==> src/rtl/max_pool_pkg.sv <==
// Shared definitions for the max-pool address generator and drain: element
// select encodings, window count helper and the COLLECT/DONE state encoding.
package max_pool_pkg;

  localparam logic [3:0] SEL_E0 = 4'b0001;  // (x,   y)
  localparam logic [3:0] SEL_E1 = 4'b0010;  // (x,   y+1)
  localparam logic [3:0] SEL_E2 = 4'b0100;  // (x+1, y)
  localparam logic [3:0] SEL_E3 = 4'b1000;  // (x+1, y+1)

  typedef enum logic {
    COLLECT = 1'b0,
    DONE    = 1'b1
  } pool_state_t;

  function automatic int out_windows(input int matrix_size);
    return (matrix_size - 1) * (matrix_size - 1);
  endfunction

endpackage

==> src/rtl/max_pool_cmp.sv <==
// Combinational signed two-input maximum; ties return a.
// Zero latency, no flow control.
module max_pool_cmp #(
  parameter int data_width = 16
) (
  input  logic [data_width-1:0] a,
  input  logic [data_width-1:0] b,
  output logic [data_width-1:0] max_out
);

  assign max_out = ($signed(b) > $signed(a)) ? b : a;

endmodule

==> src/rtl/max_pool_drain.sv <==
// Reduces each sel-tagged 2x2 window to its signed max and writes it at out_base+window.
// One cycle from element 3 to wr_en; no backpressure (enable=0 stalls and holds state).
module max_pool_drain
  import max_pool_pkg::*;
#(
  parameter int matrix_size = 3,
  parameter int add_size    = 14,
  parameter int data_width  = 16
) (
  input  logic                  clk,
  input  logic                  reset,
  input  logic                  enable,
  input  logic [data_width-1:0] data_in,
  input  logic [3:0]            sel,
  input  logic [add_size-1:0]   out_base,
  output logic                  wr_en,
  output logic [add_size-1:0]   wr_add,
  output logic [data_width-1:0] wr_data,
  output logic                  done,
  output logic                  seq_err
);

  localparam int WINDOWS = out_windows(matrix_size);
  localparam int CW      = (WINDOWS > 1) ? $clog2(WINDOWS + 1) : 1;

  pool_state_t           state, state_n;
  logic [1:0]            exp, exp_n;
  logic [data_width-1:0] acc, acc_n;
  logic [CW-1:0]         win_cnt, win_cnt_n;
  logic                  wr_en_n, done_n, seq_err_n;
  logic [add_size-1:0]   wr_add_n;
  logic [data_width-1:0] wr_data_n;
  logic [data_width-1:0] max_val;
  logic                  beat_vld, multi_hot;
  logic [1:0]            k_idx;

  max_pool_cmp #(.data_width(data_width)) u_cmp (
    .a       (acc),
    .b       (data_in),
    .max_out (max_val)
  );

  assign beat_vld  = enable && (state == COLLECT) && (sel != 4'b0000);
  assign multi_hot = (sel & (sel - 4'd1)) != 4'b0000;

  always_comb begin
    k_idx = 2'd0;
    case (sel)
      SEL_E1:  k_idx = 2'd1;
      SEL_E2:  k_idx = 2'd2;
      SEL_E3:  k_idx = 2'd3;
      default: k_idx = 2'd0;
    endcase
  end

  always_comb begin
    state_n   = state;
    exp_n     = exp;
    acc_n     = acc;
    win_cnt_n = win_cnt;
    wr_en_n   = 1'b0;
    wr_add_n  = wr_add;
    wr_data_n = wr_data;
    done_n    = done;
    seq_err_n = seq_err;

    if (beat_vld) begin
      if (multi_hot) begin
        seq_err_n = 1'b1;
      end else if (k_idx == 2'd0) begin
        // Element 0 always opens a fresh window, even mid-window.
        acc_n = data_in;
        exp_n = 2'd1;
        if (exp != 2'd0) seq_err_n = 1'b1;
      end else if (k_idx != exp) begin
        seq_err_n = 1'b1;
        exp_n     = 2'd0;
      end else if (k_idx == 2'd3) begin
        wr_en_n   = 1'b1;
        wr_data_n = max_val;
        wr_add_n  = out_base + add_size'(win_cnt);
        win_cnt_n = win_cnt + 1'b1;
        exp_n     = 2'd0;
        if (win_cnt == CW'(WINDOWS - 1)) begin
          done_n  = 1'b1;
          state_n = DONE;
        end
      end else begin
        acc_n = max_val;
        exp_n = exp + 2'd1;
      end
    end
  end

  always_ff @(posedge clk) begin
    if (reset) state <= COLLECT;
    else       state <= state_n;
  end

  always_ff @(posedge clk) begin
    if (reset) begin
      exp     <= 2'd0;
      acc     <= '0;
      win_cnt <= '0;
      wr_en   <= 1'b0;
      wr_add  <= '0;
      wr_data <= '0;
      done    <= 1'b0;
      seq_err <= 1'b0;
    end else begin
      exp     <= exp_n;
      acc     <= acc_n;
      win_cnt <= win_cnt_n;
      wr_en   <= wr_en_n;
      wr_add  <= wr_add_n;
      wr_data <= wr_data_n;
      done    <= done_n;
      seq_err <= seq_err_n;
    end
  end

endmodule

==> config.mk <==
export PLATFORM = sky130hd
export DESIGN_NAME = max_pool_drain
export DESIGN_NICKNAME = d
export VERILOG_FILES = /design/src/rtl/max_pool_pkg.sv /design/src/rtl/max_pool_cmp.sv /design/src/rtl/max_pool_drain.sv
export SDC_FILE = /design/constraint.sdc
export NUM_CORES = 1
export LEC_CHECK = 0
export BUFFER_PORTS_ARGS = -buffer_cell sky130_fd_sc_hd__buf_4
export CAP_MARGIN = 20
export CORE_MARGIN = 1.5
export CORE_UTILIZATION = 54
export DETAILED_ROUTE_END_ITERATION = 6
export PLACE_DENSITY = 0.9
export SYNTH_ARGS = -nofsm -noshare
export SYNTH_HDL_FRONTEND = slang
export SYNTH_SLANG_ARGS = --single-unit
==> constraint.sdc <==
create_clock -name clk -period 3.6 [get_ports clk]
set_input_delay 0.18 -clock clk [delete_from_list [all_inputs] [get_ports clk]]
set_output_delay 0.18 -clock clk [all_outputs]
set_load 0.05 [all_outputs]
==> impl_metrics.env <==
export IMPL_first_iter_violations=117
export IMPL_finClkSkew_ns=0.008698
export IMPL_gp_congestion=0.8183
export IMPL_die_x_um=78.58
export IMPL_fmax_ghz=0.3330
export IMPL_reg2reg_slack_ns=0.60
export IMPL_antenna_found_initial=0
export IMPL_via_per_inst=5.305
export IMPL_finalMaxSlewViolations=0
export IMPL_yosys_warnings=0
export IMPL_drc_errors=0
export IMPL_gr_total_overflow=0
export IMPL_worstReg2RegStart="acc[15]$_SDFFE_PP0P_"
export IMPL_rsz0062_at_grt="false"
export IMPL_p_per_area_nw_per_um2=316.2
export IMPL_n_antenna_cell=0
export IMPL_worst_ep_required_time_ns=3.84
export IMPL_endpoint_kind="flop"
export IMPL_postCtsHoldBufs=0
export IMPL_dieArea_um2=6174
export IMPL_cp_start_kind="flop"
export IMPL_setup_violations_final=0
export IMPL_dr_wl_met2_mm=3.041
export IMPL_routed_top_layer="met4"
export IMPL_layout_commonest_cell="buf_4"
export IMPL_grt_max_degree=71
export IMPL_rows=27
export IMPL_dp_hpwl_mm=4.571
export IMPL_portBuffers=69
export IMPL_synth_seq_cells=54
export IMPL_post_cts_setup_buffers=0
export IMPL_synth_cell_types=36
export IMPL_final_cells=478
export IMPL_cts_resized_gates=0
export IMPL_grt_pass1_wl_mm=10.28
export IMPL_clock_sinks=54
export IMPL_clock_path_buffers=2
export IMPL_netlist_area_um2=3084
export IMPL_wl_met1_mm=2.774
export IMPL_die_h_um=78.58
export IMPL_wl_met3_um=269
export IMPL_crit_end="acc[2]$_SDFFE_PP0P_"
export IMPL_vias=2536
export IMPL_clkTransAtPathRegs_ns=0.11
export IMPL_drtAntennaViolNets=0
export IMPL_worst_pin_slew_ns=0.8579
export IMPL_start_util_pct=56.01
export IMPL_synthesis_nets=406
export IMPL_grt_pass1_vias=2337
export IMPL_placed_cells=470
export IMPL_fin_crit_ns=3.003
export IMPL_io_pins=70
export IMPL_gr_usage_all_layers_pct=20.79
export IMPL_netlist_instances=346
export IMPL_clk_latency_ns=0.32
export IMPL_cts_htree_levels=2
export IMPL_syn2layout_area_growth_pct=20.28
export IMPL_core_region_area_um2=5507
export IMPL_first_pass_iters=4
export IMPL_fillers=435
export IMPL_fin_ws_ns=0.5974
export IMPL_wl_per_cell_um=12.86
export IMPL_leakagePower_nw=1.595
export IMPL_crit_type="reg2reg"
export IMPL_timing_final_crit_share_pct=83.41
export IMPL_fin_nets=465
export IMPL_outcome="completed"
export IMPL_crit_fanout=17
export IMPL_total_power_w=0.001173
export IMPL_crit_start="acc[15]$_SDFFE_PP0P_"
export IMPL_arrival_ns=3.24
export IMPL_cts_root_buf="clkbuf_8"
export IMPL_relSlewSlack_pct=42.67
export IMPL_vdd_ir_drop_max_v=0.0001795
export IMPL_routed_wl_mm=6.147
export IMPL_hold_path_class="in2reg"
export IMPL_seq_area_frac_synth_pct=35.05
export IMPL_place_ws_ns=0.6268
export IMPL_drive_gt1_share_pct=20.44
export IMPL_hold_viol=0
export IMPL_reg2reg_to="acc[2]$_SDFFE_PP0P_"
export IMPL_tns_ns=0
export IMPL_ff2ff_path_depth=9
export IMPL_synth_area_per_cell_um2=8.914
export IMPL_cts_tree="done"
export IMPL_final_cell_mix="71 x buf_4, 54 x dfxtp_1, 42 x nor2_1"
export IMPL_cts_buffers=5
export IMPL_drv_cap=0
-- flip-flops by register name, indices dropped and copies added, names as in the netlist --
register / cells
exp: 2
wr_en: 1
wr_add: 14
win_cnt: 3
seq_err: 1
wr_data: 16
acc: 16
done: 1
-- power by group --
| group | switching [W] | internal [W] | leakage, nW |
|---|---|---|---|
| Clock | 0.000222 | 0.000146 | 0.0506 |
| Sequential | 0.00000692 | 0.000606 | 0.436 |
| Combinational | 0.0000985 | 0.0000934 | 1.11 |
| Total | 0.000327 | 0.000846 | 1.59 |
-- metal layers --
layer  GRT usage (%)  vias to the layer above
met3           4.070                        5
met5               0                        -
li1                -                     1307
met4           5.893                        0
met1           25.92                     1175
met2           36.21                       49
-- metrics by stage --
| stage | hold slack (ns) | util (%) | instance area [um^2] |
|---|---|---|---|
| detailed placement | 0.4660 | 65.60 | 3612 |
| floorplan | 0.3321 | - | 3084 |
| global placement | 0.4540 | 65.60 | 3612 |
| finish | 0.1348 | 67.37 | 3710 |
| CTS | 0.1337 | 67.37 | 3710 |
| global route | 0.1380 | 67.37 | 3710 |
-- logic make-up after synthesis --
| kind of cell | synth area share (%) |
|---|---|
| AND/OR/NAND/NOR | 19.19 |
| buffers and inverters | 6.288 |
| AO/OA/AOI/OAI | 12.78 |
| XOR/XNOR | 3.976 |
| flip-flops | 35.05 |
| multiplexers | 13.14 |
| adder cells (fa/ha/maj) | 9.574 |
-- final cells by class --
class | count | area [um^2] | area share, %
Clock buffer | 5 | 68.82 | 1.855
Clock inverter | 3 | 28.78 | 0.7757
Inverter | 25 | 93.84 | 2.530
Multi-Input combinational cell | 248 | 1814 | 48.90
Sequential cell | 54 | 1081 | 29.14
Tap cell | 72 | 90.09 | 2.428
Timing Repair Buffer | 71 | 533.0 | 14.37
-- worst max-delay path, stage by stage, from the launching register on --
cell and delay [ns]:
dfxtp_1 0.37, inv_1 0.05, ha_1 0.31, nand4_1 0.11, or2_1 0.16, a21oi_1 0.05, nor4_1 0.38, mux2_4 0.48
a32oi_4 0.72, mux2i_1 0.27
-- synthesized netlist by cell type --
cell	instances	area (um^2)
o211ai_1	1	7.510
nor4_1	1	6.260
o31ai_1	1	7.510
nand2b_1	34	212.7
nand3_1	7	35.03
a31oi_1	1	6.260
buf_6	1	11.26
nor3_1	6	30.03
mux2i_1	39	390.4
clkbuf_1	15	56.30
nor2b_1	7	43.79
a32oi_4	1	27.53
and3_1	1	6.260
a211oi_1	28	210.2
ha_1	22	275.3
dfxtp_1	54	1081
nand3b_1	1	7.510
nor2_2	1	6.260
a21o_1	4	30.03
nand2_1	7	26.28
nor3b_1	3	22.52
buf_4	1	7.510
a21oi_1	13	65.06
or2_1	1	6.260
inv_1	25	93.84
nor2_1	42	157.7
buf_2	1	5.000
nand4_1	5	31.28
xnor2_1	9	78.83
xor2_1	5	43.79
o21bai_1	1	7.510
mux2_4	1	15.01
a211oi_2	1	12.51
buf_12	1	20.02
o21ai_0	4	20.02
fa_1	1	20.02
-- how the worst min path moves through the flow --
stage                              start                    to  slack [ns]  cells after the start
finish                        data_in[6]   acc[6]$_SDFFE_PP0P_        0.13                      3
global route                 data_in[10]  acc[10]$_SDFFE_PP0P_        0.14                      3
CTS                           data_in[6]   acc[6]$_SDFFE_PP0P_        0.13                      3
detailed placement  seq_err$_SDFFE_PP0P_  seq_err$_SDFFE_PP0P_        0.47                      2
global placement    seq_err$_SDFFE_PP0P_  seq_err$_SDFFE_PP0P_        0.45                      2
floorplan                     data_in[0]   acc[0]$_SDFFE_PP0P_        0.33                      2
(Power assumes the default switching activity.)
